[config.mk]
export PLATFORM = sky130hd
export DESIGN_NAME = btb_ctrl
export DESIGN_NICKNAME = d
export VERILOG_FILES = /design/src/rtl/btb_pkg.sv /design/src/rtl/btb_upd_fifo.sv /design/src/rtl/btb_ctrl.sv
export SDC_FILE = /design/constraint.sdc
export NUM_CORES = 1
export LEC_CHECK = 0
export CAP_MARGIN = 25
export CORE_ASPECT_RATIO = 0.9
export CORE_UTILIZATION = 51
export CTS_BUF_LIST = sky130_fd_sc_hd__clkbuf_8
export CTS_CLUSTER_DIAMETER = 50
export DETAILED_ROUTE_END_ITERATION = 16
export PLACE_DENSITY = 0.88
export SLEW_MARGIN = 20
export SYNTH_ARGS = -nofsm -noshare
export SYNTH_HDL_FRONTEND = slang
export SYNTH_HIERARCHICAL = 1
export SYNTH_SLANG_ARGS = --single-unit
[constraint.sdc]
create_clock -name clk -period 5.25 [get_ports clk]
set_input_delay 1.575 -clock clk [delete_from_list [all_inputs] [get_ports clk]]
set_output_delay 1.575 -clock clk [all_outputs]
set_load 0.01 [all_outputs]
[src/rtl/btb_pkg.sv]
// Shared encodings for the BTB port controller: the per-cycle BTB port
// selection and the run/drain control state.
package btb_pkg;

    // What the single BTB port is used for in the current cycle.
    typedef enum logic [1:0] {
        SEL_IDLE   = 2'd0,
        SEL_LOOKUP = 2'd1,
        SEL_UPDATE = 2'd2
    } port_sel_e;

    // Controller state.
    typedef enum logic {
        ST_RUN   = 1'b0,
        ST_DRAIN = 1'b1
    } ctrl_state_e;

endpackage

[src/rtl/btb_upd_fifo.sv]
// Update queue for resolved taken branches. It holds (pc, target) pairs
// until the controller gets a BTB port cycle to write them. The head is
// only meaningful while the queue is non-empty, so a freshly pushed entry
// can never be seen by the controller in the same cycle it arrives.
module btb_upd_fifo #(
    parameter int ADDR_WIDTH  = 24,
    parameter int QUEUE_DEPTH = 2
) (
    input  logic                  clk,
    input  logic                  reset,
    input  logic                  push,
    input  logic [ADDR_WIDTH-1:0] push_pc,
    input  logic [ADDR_WIDTH-1:0] push_target,
    input  logic                  pop,
    output logic                  full,
    output logic                  empty,
    output logic [ADDR_WIDTH-1:0] head_pc,
    output logic [ADDR_WIDTH-1:0] head_target
);

    localparam int PTR_W = $clog2(QUEUE_DEPTH);
    localparam int CNT_W = PTR_W + 1;

    logic [PTR_W-1:0]      wr_ptr;
    logic [PTR_W-1:0]      rd_ptr;
    logic [CNT_W-1:0]      count;
    logic [ADDR_WIDTH-1:0] pc_mem  [QUEUE_DEPTH];
    logic [ADDR_WIDTH-1:0] tgt_mem [QUEUE_DEPTH];
    logic                  do_push;
    logic                  do_pop;

    assign full        = (count == CNT_W'(QUEUE_DEPTH));
    assign empty       = (count == '0);
    assign do_push     = push && !full;
    assign do_pop      = pop && !empty;
    assign head_pc     = pc_mem[rd_ptr];
    assign head_target = tgt_mem[rd_ptr];

    // Pointers and occupancy; depth is a power of two so the pointers wrap
    // modulo QUEUE_DEPTH by simply overflowing.
    always_ff @(posedge clk) begin
        if (reset) begin
            wr_ptr <= '0;
            rd_ptr <= '0;
            count  <= '0;
        end else begin
            if (do_push) wr_ptr <= wr_ptr + PTR_W'(1);
            if (do_pop)  rd_ptr <= rd_ptr + PTR_W'(1);
            count <= count + CNT_W'(do_push) - CNT_W'(do_pop);
        end
    end

    // Entry storage; contents need no reset since occupancy gates their use.
    always_ff @(posedge clk) begin
        if (do_push) begin
            pc_mem[wr_ptr]  <= push_pc;
            tgt_mem[wr_ptr] <= push_target;
        end
    end

endmodule

[src/rtl/btb_ctrl.sv]
// BTB port controller: shares one BTB port between fetch lookups and queued
// branch-target updates, with a drain mode that flushes the update queue.
//
// Optional feature: BTB_CTRL_STARVE_GUARD_EN adds a starvation counter that
// forces a queued update through after STARVE_LIMIT consecutive lookups.
//
//   state | meaning
//   RUN   | normal arbitration, updates accepted, lookups allowed
//   DRAIN | flushing queue; no new updates, no lookups; RUN once empty
module btb_ctrl
    import btb_pkg::*;
#(
    parameter int ADDR_WIDTH   = 24,
    parameter int QUEUE_DEPTH  = 2,
    parameter int STARVE_LIMIT = 8
) (
    input  logic                  clk,
    input  logic                  reset,
    input  logic                  fetch_req,
    input  logic [ADDR_WIDTH-1:0] fetch_pc,
    output logic                  fetch_gnt,
    output logic                  fetch_rsp_valid,
    output logic                  fetch_rsp_hit,
    output logic [ADDR_WIDTH-1:0] fetch_rsp_target,
    input  logic                  upd_valid,
    input  logic [ADDR_WIDTH-1:0] upd_pc,
    input  logic [ADDR_WIDTH-1:0] upd_target,
    output logic                  upd_ready,
    input  logic                  drain,
    output logic                  drain_done,
    output logic [ADDR_WIDTH-1:0] btb_pc,
    output logic                  btb_branch_taken,
    output logic [ADDR_WIDTH-1:0] btb_target_in,
    input  logic                  btb_hit,
    input  logic [ADDR_WIDTH-1:0] btb_target_out
);

    ctrl_state_e           state;
    ctrl_state_e           state_nxt;
    port_sel_e             sel;
    logic                  full;
    logic                  empty;
    logic [ADDR_WIDTH-1:0] head_pc;
    logic [ADDR_WIDTH-1:0] head_target;
    logic                  starve_trig;
    logic                  force_upd;

    assign upd_ready = !full && (state == ST_RUN);

    btb_upd_fifo #(
        .ADDR_WIDTH (ADDR_WIDTH),
        .QUEUE_DEPTH(QUEUE_DEPTH)
    ) u_fifo (
        .clk        (clk),
        .reset      (reset),
        .push       (upd_valid && upd_ready),
        .push_pc    (upd_pc),
        .push_target(upd_target),
        .pop        (sel == SEL_UPDATE),
        .full       (full),
        .empty      (empty),
        .head_pc    (head_pc),
        .head_target(head_target)
    );

`ifdef BTB_CTRL_STARVE_GUARD_EN
    localparam int SC_W = $clog2(STARVE_LIMIT + 1);
    logic [SC_W-1:0] starve_cnt;

    // Count lookups that bypass a waiting update; any update resets it.
    always_ff @(posedge clk) begin
        if (reset) begin
            starve_cnt <= '0;
        end else if (sel == SEL_UPDATE) begin
            starve_cnt <= '0;
        end else if (sel == SEL_LOOKUP && !empty) begin
            starve_cnt <= starve_cnt + SC_W'(1);
        end
    end

    assign starve_trig = (starve_cnt == SC_W'(STARVE_LIMIT));
`else
    // Guard disabled: the trigger is tied off (constant false for any limit).
    assign starve_trig = (STARVE_LIMIT < 0);
`endif

    assign force_upd = !empty && (full || state == ST_DRAIN || starve_trig);

    // Control state register.
    always_ff @(posedge clk) begin
        if (reset) state <= ST_RUN;
        else       state <= state_nxt;
    end

    // Port arbitration, next state and drain completion; reset forces IDLE.
    always_comb begin
        sel        = SEL_IDLE;
        state_nxt  = state;
        drain_done = 1'b0;
        if (!reset) begin
            if (force_upd)                        sel = SEL_UPDATE;
            else if (fetch_req && state == ST_RUN) sel = SEL_LOOKUP;
            else if (!empty)                      sel = SEL_UPDATE;

            case (state)
                ST_RUN: begin
                    if (drain) state_nxt = ST_DRAIN;
                end
                ST_DRAIN: begin
                    if (empty) begin
                        state_nxt  = ST_RUN;
                        drain_done = 1'b1;
                    end
                end
                default: state_nxt = ST_RUN;
            endcase
        end
    end

    assign fetch_gnt        = (sel == SEL_LOOKUP);
    assign btb_branch_taken = (sel == SEL_UPDATE);
    assign btb_pc           = (sel == SEL_UPDATE) ? head_pc : fetch_pc;
    assign btb_target_in    = head_target;

    // Capture the BTB answer of a lookup; hit/target hold between lookups.
    always_ff @(posedge clk) begin
        if (reset) begin
            fetch_rsp_valid  <= 1'b0;
            fetch_rsp_hit    <= 1'b0;
            fetch_rsp_target <= '0;
        end else if (sel == SEL_LOOKUP) begin
            fetch_rsp_valid  <= 1'b1;
            fetch_rsp_hit    <= btb_hit;
            fetch_rsp_target <= btb_target_out;
        end else begin
            fetch_rsp_valid  <= 1'b0;
        end
    end

endmodule

# ---- Word level (Yosys, flattened, before mapping)
# Memory sizes are Yosys's and may differ from the RTL's. A register that Yosys moved wholly into a read port is not among the register bits.
# Index checks and enable logic that the tools add are counted.
dict set report word_totals {
  register_bits 31
  mem_bits_rw 96
  inputBits 102
  output_inout_bits 78
  elab_cells 45
  mem_count 2
}
# name depth word_bits rd rd_clocked_by_memory_dff write_ports line
set memory_table {}
lappend memory_table {u_fifo.pc_mem 2 24 1 1 1 btb_upd_fifo.sv:27} ;# logic [ADDR_WIDTH-1:0] pc_mem [QUEUE_DEPTH];
lappend memory_table {u_fifo.tgt_mem 2 24 1 1 1 btb_upd_fifo.sv:28} ;# logic [ADDR_WIDTH-1:0] tgt_mem [QUEUE_DEPTH];
dict set report op_classes {
  addsub 4
  eq_ne 3
  muxes 18
  bitwise 1
  n_reduce_logical 10
}
# op count
set ops {}
lappend ops {{$mux W24} 1}
lappend ops {{$mux W1} 12}
lappend ops {{$mux W2} 4}
lappend ops {{$logic_and A1 B1 Y1} 6}
lappend ops {{$eq A2 B2 Y1 const B} 2}
lappend ops {{$add A1 B1 Y1 const B} 2}
lappend ops {{$add A2 B1 Y2} 1}
lappend ops {{$eq A2 B1 Y1 const B} 1}
lappend ops {{$logic_not A1 Y1} 2}
lappend ops {{$logic_not A2 Y1} 1}
lappend ops {{$pmux W1 S2} 1}
lappend ops {{$sub A2 B1 Y2} 1}
lappend ops {{$logic_or A1 B1 Y1} 1}
lappend ops {{$not A1 Y1} 1}

# ---- Longest topological paths before layout
# Gate-level depths: netlist (run 1).
dict set report logic_depth {
  ltp_word 9
  ltp_mapped 12
  ltp_nobuf 11
}

# ---- Modules after synthesis
# The synthesis (run 1) kept the hierarchy.
# module n_inst cells_each area_per_inst_um2 seq_area_each_um2
set by_module_without_submodules {}
lappend by_module_without_submodules {btb_upd_fifo 1 176 3697.3 2982.9}
lappend by_module_without_submodules {btb_ctrl 1 151 1620.3 540.5}

# ---- Worst setup path before layout (run 1)
# No wires, ideal clock.
dict set report synth_timing {
  path_type {input to output}
  startpoint {input port reset}
  endpoint {output port btb_pc[14]}
  t_arrival_ns 2.511
  required_ns 3.675
  slack_ns 1.164
  stages 6
  n_path_buf 3
  cell_sequence {buf_2 > nor2_1 > o21a_1 > buf_6 > buf_12 > mux2_4}
}
dict set report synth_between {
  elab_chain_cells 3
}
# item line
set synth_rtl {}
lappend synth_rtl {{from (decl)} btb_ctrl.sv:18} ;# input logic reset,
lappend synth_rtl {{$mux W2} btb_ctrl.sv:100} ;# if (!reset) begin
lappend synth_rtl {{$eq A2 B2 Y1} n/a}
lappend synth_rtl {{named net btb_branch_taken} btb_ctrl.sv:32} ;# output logic btb_branch_taken,
lappend synth_rtl {{$mux W24} btb_ctrl.sv:122} ;# assign btb_pc = (sel == SEL_UPDATE) ? head_pc : fetch_pc;
lappend synth_rtl {{to (decl)} btb_ctrl.sv:31} ;# output logic [ADDR_WIDTH-1:0] btb_pc,
# The timed path passes the listed nets, and every way through them passes these cells.

# ---- Final worst setup path (run 1)
dict set report layout_timing {
  startpoint {input port fetch_req}
  endpoint {output port btb_pc[7]}
}
dict set report layout_between {
  elab_chain_cells 6
}
# item line
set layout_rtl {}
lappend layout_rtl {{from (decl)} btb_ctrl.sv:19} ;# input logic fetch_req,
lappend layout_rtl {{$logic_and A1 B1 Y1} btb_ctrl.sv:102} ;# else if (fetch_req && state == ST_RUN) sel = SEL_LOOKUP;
lappend layout_rtl {{$mux W2} btb_ctrl.sv:102}
lappend layout_rtl {{$mux W2} btb_ctrl.sv:101} ;# if (force_upd) sel = SEL_UPDATE;
lappend layout_rtl {{$mux W2} btb_ctrl.sv:100}
lappend layout_rtl {{$eq A2 B2 Y1} btb_ctrl.sv:122}
lappend layout_rtl {{$mux W24} btb_ctrl.sv:122}
# No other way between the ends.

==> results of run 1 <==
==> power breakdown <==
group | leakage, nW | switching [mW] | internal [mW]
Sequential | 1.15 | 0.0477 | 1.25
Clock | 0.166 | 0.383 | 0.369
Combinational | 1.39 | 0.316 | 0.430
==> worst paths after layout <==
path                            start              endpoint  slack (ps)  cells past startpoint
setup / recovery            fetch_req             btb_pc[7]         320                      6
hold / removal    fetch_rsp_target[7]   fetch_rsp_target[7]         470                      2
setup reg to reg      u_fifo/count[0]  u_fifo/pc_mem[1][23]        2910                      6
hold reg to reg   fetch_rsp_target[7]   fetch_rsp_target[7]         470                      2
==> placed cells by master (no fill, tap or decap), types with 2 or more instances in the layout <==
cell type,netlist,routed
mux2_2,53,53
mux2i_1,26,26
buf_4,4,7
and2_1,2,2
inv_2,1,2
clkinv_1,0,4
nor2b_1,3,3
clkbuf_8,0,17
clkinvlp_4,0,5
inv_1,4,4
ha_1,2,2
nand2b_1,50,50
clkdlybuf4s50_1,0,179
dfxtp_1,32,31
edfxtp_1,96,96
mux2_4,19,19
inv_6,0,2
nor2_1,8,8
nand2_1,2,2
clkinv_4,0,2
==> stage by stage <==
stage,instances,area (um2),hold WS [ps]
floorplan,327,5320,451
global placement,623,7220,458
detailed placement,623,7220,461
CTS,655,7570,483
global route,655,7570,501
finish,655,7570,475
==> critical path: stages <==
cell and delay (ps):
clkdlybuf4s50_1 500, nand2b_4 70, o21a_2 210, buf_12 180
mux2_4 310, clkdlybuf4s50_1 480
==> final cells by class <==
cell class	count	area, um2
sequential	128	3520
fill	585	2340
timing repair buffer	187	1860
multi-input combinational	177	1650
clock buffer	17	234
tap	126	158
clock inverter	15	121
inverter	5	18.8
==> flip-flops by register name, indices dropped and copies added, names as in the netlist, named ones only <==
signal,flops
fetch_rsp_hit,1
fetch_rsp_target,24
fetch_rsp_valid,1
state,1
u_fifo/count,2
u_fifo/pc_mem,48
u_fifo/rd_ptr,1
u_fifo/tgt_mem,48
u_fifo/wr_ptr,1
==> metal layers <==
metal  GRT usage [%]  share of wire [%]
met4            7.38                1.3
met5               0                  0
met2            37.3                 50
met3            9.85                 10
met1            22.6                 38
==> cells by family (layout without fill, tap and decap cells) <==
group / after synthesis / after routing / share of synthesized area, %
DFF: 128 / 128 / 66.3
muxes: 98 / 98 / 21.5
buffers and inverters: 22 / 224 / 2.94
adders and majority gates: 2 / 2 / 0.471
and+or+nand+nor: 70 / 70 / 7.95
AOI/OAI and AO/OA: 5 / 5 / 0.565
xor gates and xnor gates: 2 / 2 / 0.329
==> impl.org, run 1 <==
** Run status
- Run status :: finished clean

** Logic synthesis
- Counting every instance in the synthesized netlist gives 327.
- Synth Warn # :: 6
- Yosys mapped a number of flops with a built-in enable equal to 96.
- Most frequent cell after synthesis :: edfxtp_1
- For this run, the leading register cell type out of synthesis is edfxtp_1.
- After synthesis, flip-flops and latches occupy 66.3% of the total area.
- Fraction of registers with async set/reset :: 0%
- Post-synthesis cell type with the largest combined area :: edfxtp_1
- The synthesized design contains 128 register bits.
- After synthesis, the mean cell area works out to 16.3 um2.
- Top cells by count, synth :: edfxtp_1 (96), mux2_2 (53), nand2b_1 (50), dfxtp_1 (32), mux2i_1 (26)
- Cell types occupying the most area after synthesis :: edfxtp_1 (54%), dfxtp_1 (12%), mux2_2 (11%)
- Net count after synthesis :: 431
- The synthesized netlist contains 28 unique library cells.
- Area of the mapped netlist :: 5320 um2
- Top cell type's share of synthesized area :: 54.2%

** Power and ir drop
- Power per unit of standard cell area :: 369 nW/um2
- Peak supply drop :: 0.226 mV
- After layout, the design draws a total of 2.79 mW.
- Static Leak :: 2.71 nW

** Critical path
- STA puts the critical path data arrival time at 3360 ps.
- Crit start category :: primary input
- Of all nets on the critical path, the largest fanout is 26.
- Worst EP required :: 3680 ps
- The worst setup path is of the in2out kind.
- The worst setup path is captured at an output pin.

** Route
- In this run, the number of DRC markers left after iteration 0 of detailed routing was 81.
- The first detailed-routing pass took 4 iterations.
- Routed WL :: 11.1 mm
- After detailed routing, the average wire length per cell comes to 17.0 um.
- Routed Antenna Nets :: 0
- Total vias in the final route :: 3301
- Per-cell via count in the routed design :: 5.04
- DRC errors left :: 0

** Timing
- Max Clk Rate :: 203 MHz
- Unrepaired setup endpoints after global routing :: no
- Setup violations remaining at the end of the flow were counted as 0.
- Between clock sinks in the finished design, the worst skew comes to 13.9 ps.
- Final total negative setup slack :: 0 ps
- The worst path uses 93.9% of the clock period.
- Final-report hold violation count :: 0
- The number of pins with negative max-slew slack in the final report was 0.
- The routed design could run at a clock period as short as 4930 ps.
- Slew of the pin with the lowest slew margin :: 781 ps
- Setup slack on the critical path of the routed design comes to 319 ps.
- Max-slew headroom at the worst pin :: 47.9%

** Clock tree
- Maximum level of the CTS H-tree :: 4
- The clock passes through at most 2 buffers.
- In this run the post-CTS setup repair buffer count came out at 0.
- For this design, the sink count on the clock tree is 128.
- The root buffer cell chosen for the clock tree is clkbuf_8.
- Clock latency on the worst-skew pair :: 420 ps
- Clock tree from TritonCTS :: done
- Hold repair after CTS inserted 0 buffers.
- Clock slew seen by the registers of the worst setup and hold paths :: 80 ps
- Once the clock tree was built, the resizer swapped 0 gates to a different size.
- The number of clock buffers added by TritonCTS is 17.

** Floorplan
- Die boundary width :: 110 um
- Number of rows in the core area :: 34
- The die covers 10800 um2.
- Initial core utilization :: 53.6%
- The core region is 9910 um2.
- Y dimension of the die :: 98.9 um
- In this run the count of I/O pins placed on the die edge is 180.

** Global route
- The number of global-route vias before repair was 3448.
- Global-route congestion overflow total :: 0
- Number of antenna violations at the first check in global routing :: 0
- The first global-routing pass estimated 16.9 mm of wire.
- Largest net degree at the start of global routing :: 60
- Global routing used 21.4% of the available tracks.

** Final layout
- Fraction of final layout cells sized beyond drive strength 1 :: 21.7%
- The final layout contains 620 nets.
- Antenna Diode Count :: 0
- Final design utilization :: 76.4%
- Compared with the post-synthesis result, the final layout area differs by 42.4%.

** Place
- Setup slack after placement :: 313 ps
- Final weighted congestion of routability-driven global placement :: 0.754
- Post-DP HPWL :: 7.69 mm
- Number of input and output port buffers inserted :: 179

** Min path
- Path class of the lowest-slack min-delay path :: reg2reg

** Run
- Max cap viols :: 0
Note: power is estimated with default switching activity, not from simulation.
==> inputs of run 2 (changes only) <==
--- a/config.mk
+++ b/config.mk
@@ -8,9 +8,11 @@
 export CAP_MARGIN = 25
 export CORE_ASPECT_RATIO = 0.9
-export CORE_UTILIZATION = 51
+export CORE_UTILIZATION = 60
 export CTS_BUF_LIST = sky130_fd_sc_hd__clkbuf_8
 export CTS_CLUSTER_DIAMETER = 50
 export DETAILED_ROUTE_END_ITERATION = 16
-export PLACE_DENSITY = 0.88
+export DONT_BUFFER_PORTS = 1
+export PLACE_DENSITY = 0.76
+export REMOVE_ABC_BUFFERS = 1
 export SLEW_MARGIN = 20
 export SYNTH_ARGS = -nofsm -noshare
==> constraint.sdc (replaced) <==
create_clock -name clk -period 5.25 [get_ports clk]
set_input_delay 1.05 -clock clk [delete_from_list [all_inputs] [get_ports clk]]
set_output_delay 1.05 -clock clk [all_outputs]
set_load 0.01 [all_outputs]
==> impl.org, run 2 (synthesis gave the netlist of run 1 again) <==
** Floorplan
- The y dimension of the die came to 91.3 um (-7.6%).
- The starting density of the core is 62.1% (+8.4 points).
- Number of rows in the core area :: 32 (-5.9%)
- I/O pin cnt :: 180 (unchanged)
- Die footprint :: 9240 um2 (-15%)
- Floorplan Core Area :: 8570 um2 (-14%)
- Die boundary width :: 101 um (-7.7%)

** Clock tree
- CTS root buf :: clkbuf_8
- Clock latency on the worst-skew pair :: 420 ps (about the same)
- The total number of clock tree sinks was 128 (unchanged).
- The number of H-tree levels came to 4 (unchanged).
- Clock slew seen by the registers of the worst setup and hold paths :: 70 ps (about the same)
- The hold buffer count at CTS is 0 (unchanged).
- Number of cells upsized or downsized after cts :: 0 (unchanged)
- The CTS buffer count was 17 (unchanged).
- The post-CTS setup-driven buffer insertion count is 0 (unchanged).
- Clock tree from TritonCTS :: done
- Clock Path Buffers :: 2 (unchanged)

** Global route
- Wire length of the first global-routing pass :: 12.9 mm (-24%)
- The maximum number of pins on one net before global-route repair came to 61 (+1.7%).
- The number of global-route vias before repair is 2557 (-26%).
- Number of antenna violations at the first check in global routing :: 0 (unchanged)
- GR Util All Layers :: 19.2% (-2.2 points)
- The remaining global-route overflow is 0 (unchanged).

** Place
- Final weighted congestion of routability-driven global placement :: 0.717 (-4.9%)
- Post-DP HPWL :: 5.70 mm (-26%)
- Number of input and output port buffers inserted :: 0 (-100%)
- The number of placed instances with taps included was 432 (-31%).

** Min path
- Hold path cells :: 2 (unchanged)
- Path class of the lowest-slack min-delay path :: reg2reg
- Hold path startpoint :: u_fifo/wr_ptr

** Final layout
- The number of nets at the end of the flow came to 437 (-30%).
- Antenna Diode Count :: 0 (unchanged)
- The fraction of layout cells with a size suffix above 1 is 33.2% (+11 points).
- Leading registers by flop count :: u_fifo/pc_mem x48, u_fifo/tgt_mem x48, fetch_rsp_target x24
- The top cell types in the final layout, fill and taps aside, are edfxtp_1 (96), mux2_2 (53), nand2b_1 (50).
- Area delta synth->final :: 9.11%
- The number of non-filler instances in the completed layout is 465 (-29%).
- Leaving out fill and tap cells, the most frequent cell in the layout is edfxtp_1.

** Critical path
- Kind of end point of the critical path :: output pin
- Max incr delay on CP :: 700 ps (+200 ps)
- Worst path buffer plus inverter count :: 0 (-3)
- The peak fanout along the critical path was 60 (+130%).
- The number of cells on the critical path is 3 (-3).
- Critical Path, Cell by Cell :: nor2_1 > o21a_2 > mux2_2
- Cell class contributing the biggest share of worst-path delay :: compound AO/OA/AOI/OAI gates
- Worst EP required :: 4200 ps (+520 ps)
- The count of cells along the worst register-to-register path came to 10 (+4).
- The reg2reg setup slack came to 2650 ps (-260 ps).
- Tracing the worst setup path back leads to its startpoint at reset.
- The worst setup path is of the in2out kind.
- Crit start category :: primary input
- Beginning of the worst register-to-register path :: u_fifo/count[0]
- The largest individual stage delay along the critical path comes from the cell o21a_2.
- Worst path arrival time :: 2300 ps (-1060 ps)

** Power and ir drop
- Peak supply drop :: 0.298 mV (+32%)
- The overall power was 2.62 mW (-6.2%).
- The power per cell area was 451 nW/um2 (+22%).
- The static leakage power came to 2.06 nW (-24%).

** Timing
- Final-report hold violation count :: 0 (unchanged)
- Period utilization :: 63.8% (-30 points)
- Max-slew violation count :: 0 (unchanged)
- Maximum clock skew at final layout :: 9.82 ps (-4.05 ps)
- The relative slew slack was 42.8% (-5.1 points).
- Max Clk Rate :: 299 MHz (+47%)
- Setup repair after global routing left no endpoint under its margin.
- Final setup violating endpoints :: 0 (unchanged)
- Slew of the pin with the lowest slew margin :: 858 ps (+76.5 ps)
- The clock period minus final worst setup slack was 3350 ps (-1580 ps).
- Final total negative setup slack :: 0 ps (unchanged)

** Route
- The DRC marker count from the first detailed-route iteration was 57 (-30%).
- Routed length per placed instance :: 18.6 um (+9.5%)
- Total vias in the final route :: 2560 (-22%)
- Routed WL :: 8.66 mm (-22%)
- Iteration count of the initial detailed-routing pass :: 4 (unchanged)
- Routed Antenna Nets :: 0 (unchanged)
- Per-cell via count in the routed design :: 5.51 (+9.2%)
- DRC errors left :: 0 (unchanged)

** Run
- Max cap viols :: 0 (unchanged)

** Run status
- The run finished with clean final reports.
==> run 2: cell count changes in the layout (fill, tap and decap cells not counted), sizes merged <==
cell,previous run,this run
clkdlybuf4s50,179,0
clkinvlp,5,0
buf,8,4
inv,8,12
bufinv,1,3
clkinv,6,5
==> run 2: metal layers <==
layer | vias up | wire (um) | global-route usage [%]
met2 | 134 | 4220 | 30.3
met3 | 13 | 966 | 9.78
met4 | 0 | 136 | 7.97
li1 | 1196 | - | -
met5 | - | 0 | 0
met1 | 1217 | 3330 | 22.0
==> run 2: final cells by class <==
class                   instances  area [um2]
flip-flops and latches        128        3520
fillers                       627        2770
multi-input cells             177        1650
clock buffers                  17         234
clock inverters                15         183
well taps                     119         149
repair buffers                  4        42.5
inverters                       5        18.8
==> run 2: where the power goes <==
group,switching (mW),internal (mW)
Sequential,0.0633,1.25
Combinational,0.239,0.201
Clock,0.390,0.478
Total,0.693,1.93
==> run 2: tightest hold or removal path, cell delays in order, from the launching register on <==
cell     delay, ps
dfxtp_1        320
o21ai_0         70
a21oi_1         70
==> run 2: path summary, 6_finish.rpt <==
path	end
worst max-delay path	btb_pc[3]
worst min-delay path	u_fifo/wr_ptr
worst max register to register	u_fifo/count[1]
worst min register to register	u_fifo/wr_ptr
==> run 2: per-stage QoR <==
| step | instance area (um2) | utilization (%) | hold slack (ps) | setup WS (ps) |
|---|---|---|---|---|
| after floorplan | 5180 | - | 451 | 952 |
| after global placement | 5370 | 62.6 | 459 | 1890 |
| after detailed placement | 5370 | 62.6 | 492 | 1860 |
| after CTS | 5780 | 67.5 | 509 | 1830 |
| after global routing | 5800 | 67.7 | 539 | 1760 |
| final | 5800 | 67.7 | 504 | 1900 |
==> inputs of run 3 (changes only) <==
CORE_UTILIZATION = 59   (was 60)
PLACE_DENSITY = 0.78   (was 0.76)
clock period = 3 ns   (was 5.25 ns; I/O delays follow)
==> impl.org, run 3 (synthesis gave the netlist of run 1 again) <==
** Run status
- Run status :: finished clean

** Place
- The setup slack at placement was 808 ps (-1060 ps).
- The estimated wirelength of the detail-placed design came to 5.80 mm (+1.7%).
- Final weighted congestion of routability-driven global placement :: 0.724 (+0.99%)
- Number of input and output port buffers inserted :: 0 (unchanged)

** Route
- The post-detailed-route wirelength per cell came to 18.9 um (+1.3%).
- The number of iterations in the first detailed-routing pass came to 6 (+2).
- DRC errors left :: 0 (unchanged)
- Routed WL :: 8.83 mm (+2.0%)
- The via count was 2555 (-0.20%).
- The post-detailed-route count of antenna-violating nets came to 0 (unchanged).
- The DRC marker count from the first detailed-route iteration is 92 (+61%).
- The via density per instance came to 5.46 (-0.84%).

** Global route
- The number of global-route vias before repair was 2569 (+0.47%).
- The remaining global-route overflow was 0 (unchanged).
- The number of antenna violations at the first check in global routing came to 0 (unchanged).
- The total global-route track usage is 18.8% (-0.48 points).
- The global-route wire length before repair is 12.7 mm (-1.6%).
- Largest net degree at the start of global routing :: 61 (unchanged)

** Floorplan
- Number of rows in the core area :: 32 (unchanged)
- The die boundary width was 102 um (+0.82%).
- The number of top-level pins came to 180 (unchanged).
- Die footprint :: 9400 um2 (+1.7%)
- Y dimension of the die :: 92.1 um (+0.83%)
- Initial core utilization :: 61.5% (-0.57 points)
- The area of the placeable core is 8650 um2 (+0.93%).

** Clock tree
- Count of hold buffers inserted by post-cts repair :: 0 (unchanged)
- Clock latency on the worst-skew pair :: 410 ps (about the same)
- Number of cells upsized or downsized after cts :: 0 (unchanged)
- The CTS buffer count is 17 (unchanged).
- The tree is rooted in a clkbuf_8.
- The total number of clock tree sinks came to 128 (unchanged).
- The maximum clock insertion buffer count came to 2 (unchanged).
- TritonCTS built the clock tree.
- Maximum level of the CTS H-tree :: 4 (unchanged)
- Buffers inserted by post-CTS timing repair :: 0 (unchanged)
- Clock slew seen by the registers of the worst setup and hold paths :: 70 ps (about the same)

** Critical path
- Crit start category :: register
- The startpoint identified for the worst register-to-register timing path is u_fifo/count[0].
- Walking the worst path, the cells encountered are buf_4 > mux2_2.
- Worst reg2reg endpoint :: u_fifo/count[1]
- The setup path with the least slack is of type reg2out.
- The peak fanout along the critical path was 26 (-57%).
- Worst path arrival time :: 1920 ps (-380 ps)
- Max incr delay on CP :: 720 ps (+20 ps)
- Standard cell with the maximum stage delay on the critical path :: dfxtp_2
- The required time at the endpoint of the critical path came to 2400 ps (-1800 ps).
- Setup slack on the worst flop-to-flop path :: 840 ps (-1810 ps)
- The number of cells on the critical path was 2 (-1).
- Worst path buffer plus inverter count :: 1 (+1)
- Kind of end point of the critical path :: output pin
- The cell family contributing the most delay on the critical path is flip-flops.
- Depth of the most critical reg-to-reg path :: 11 (+1)

** Timing
- Unrepaired setup endpoints after global routing :: no
- Maximum clock skew at final layout :: 10.6 ps (+0.751 ps)
- Period utilization :: 84.1%
- Based on the critical path, the design can be clocked at up to 396 MHz.
- The slack of the critical path was 477 ps (-1420 ps).
- The number of hold violations in the final report came to 0 (unchanged).
- The worst-margin pin slew is 610 ps (-248 ps).
- Max-slew violation count :: 0 (unchanged)
- The smallest clock period supported by the final layout is computed as 2520 ps.
- Max-slew headroom at the worst pin :: 59.3% (+17 points)
- The setup-violating endpoint count in the final report is 0 (unchanged).

** Final layout
- Highest-count cells in the layout ignoring fill and taps :: edfxtp_1 (96), mux2_2 (53), nand2b_1 (50)
- Relative to the synthesized area, the layout overhead comes to 9.86%.
- Commonest non-fill, non-tap cell in the layout :: edfxtp_1
- The number of nets at the end of the flow is 440 (+0.69%).
- Filler cell count in the final layout :: 609 (-2.9%)
- The fraction of layout cells with a size suffix above 1 is 33.0% (-0.29 points).
- Antenna Diode Count :: 0 (unchanged)
- The largest registers in the layout are u_fifo/pc_mem x48, u_fifo/tgt_mem x48, fetch_rsp_target x24.

** Run
- Max cap viols :: 0 (unchanged)

** Min path
- Hold path cells :: 1 (-1)
- The path class of the tightest hold or removal check is in2reg.
- Hold path startpoint :: reset

** Power and ir drop
- The worst supply voltage drop on vdd came to 0.389 mV (+30%).
- The overall power is 4.62 mW (+76%).
- The static leakage power came to 2.08 nW (+1.4%).
- The power per cell area is 790 nW/um2 (+75%).
run 3: where the power goes:
| group | switching (mW) | internal, mW |
|---|---|---|
| clock | 0.621 | 0.915 |
| combinational | 0.423 | 0.366 |
| sequential | 0.108 | 2.18 |
run 3: worst max-delay path by stage:
| stage | end | from | slack, ps |
|---|---|---|---|
| after floorplan | fetch_gnt | fetch_req | -400 |
| after global placement | btb_target_in[22] | register | 870 |
| after detailed placement | u_fifo/count[1] | fetch_req | 810 |
| after CTS | btb_target_in[22] | register | 410 |
| after global routing | btb_target_in[17] | register | 340 |
| final | btb_target_in[17] | register | 480 |
run 3: through the flow:
stage | util (%) | hold WS, ps | area (um2) | instances | setup TNS [ps]
4_1_cts | 67.5 | 213 | 5840 | 468 | 0
3_3_place_gp | 62.7 | 477 | 5420 | 436 | 0
3_5_place_dp | 62.7 | 494 | 5420 | 436 | 0
2_1_floorplan | - | 451 | 5180 | 310 | -398
6_report | 67.5 | 256 | 5840 | 468 | 0
5_1_grt | 67.5 | 200 | 5840 | 468 | 0
run 3: worst reg2reg max path: cells and delay by family (launching register included):
family          cells  cell delay (ps)
xor+xnor            1              190
simple gates        3              390
compound gates      2              370
fa+ha+maj           2              380
buf+inv             3              390
flops               1              330
run 3: final cells by class:
cell class                 instances  area [um2]  share of cell area, %
sequential                       128        3520                   60.3
multi-input combinational        177        1650                   28.3
timing repair buffer               7        77.6                   1.33
clock inverter                    14         174                   2.98
clock buffer                      18         248                   4.24
inverter                           5        18.8                  0.321
tap                              119         149                   2.55
run 3: metal layers:
metal / up-vias / routed length (um) / global-route usage, %
met4: 0 / 49 / 7.26
met2: 136 / 4220 / 30.1
met5: - / 0 / 0
met3: 4 / 1150 / 11.7
li1: 1201 / - / -
met1: 1214 / 3420 / 19.7
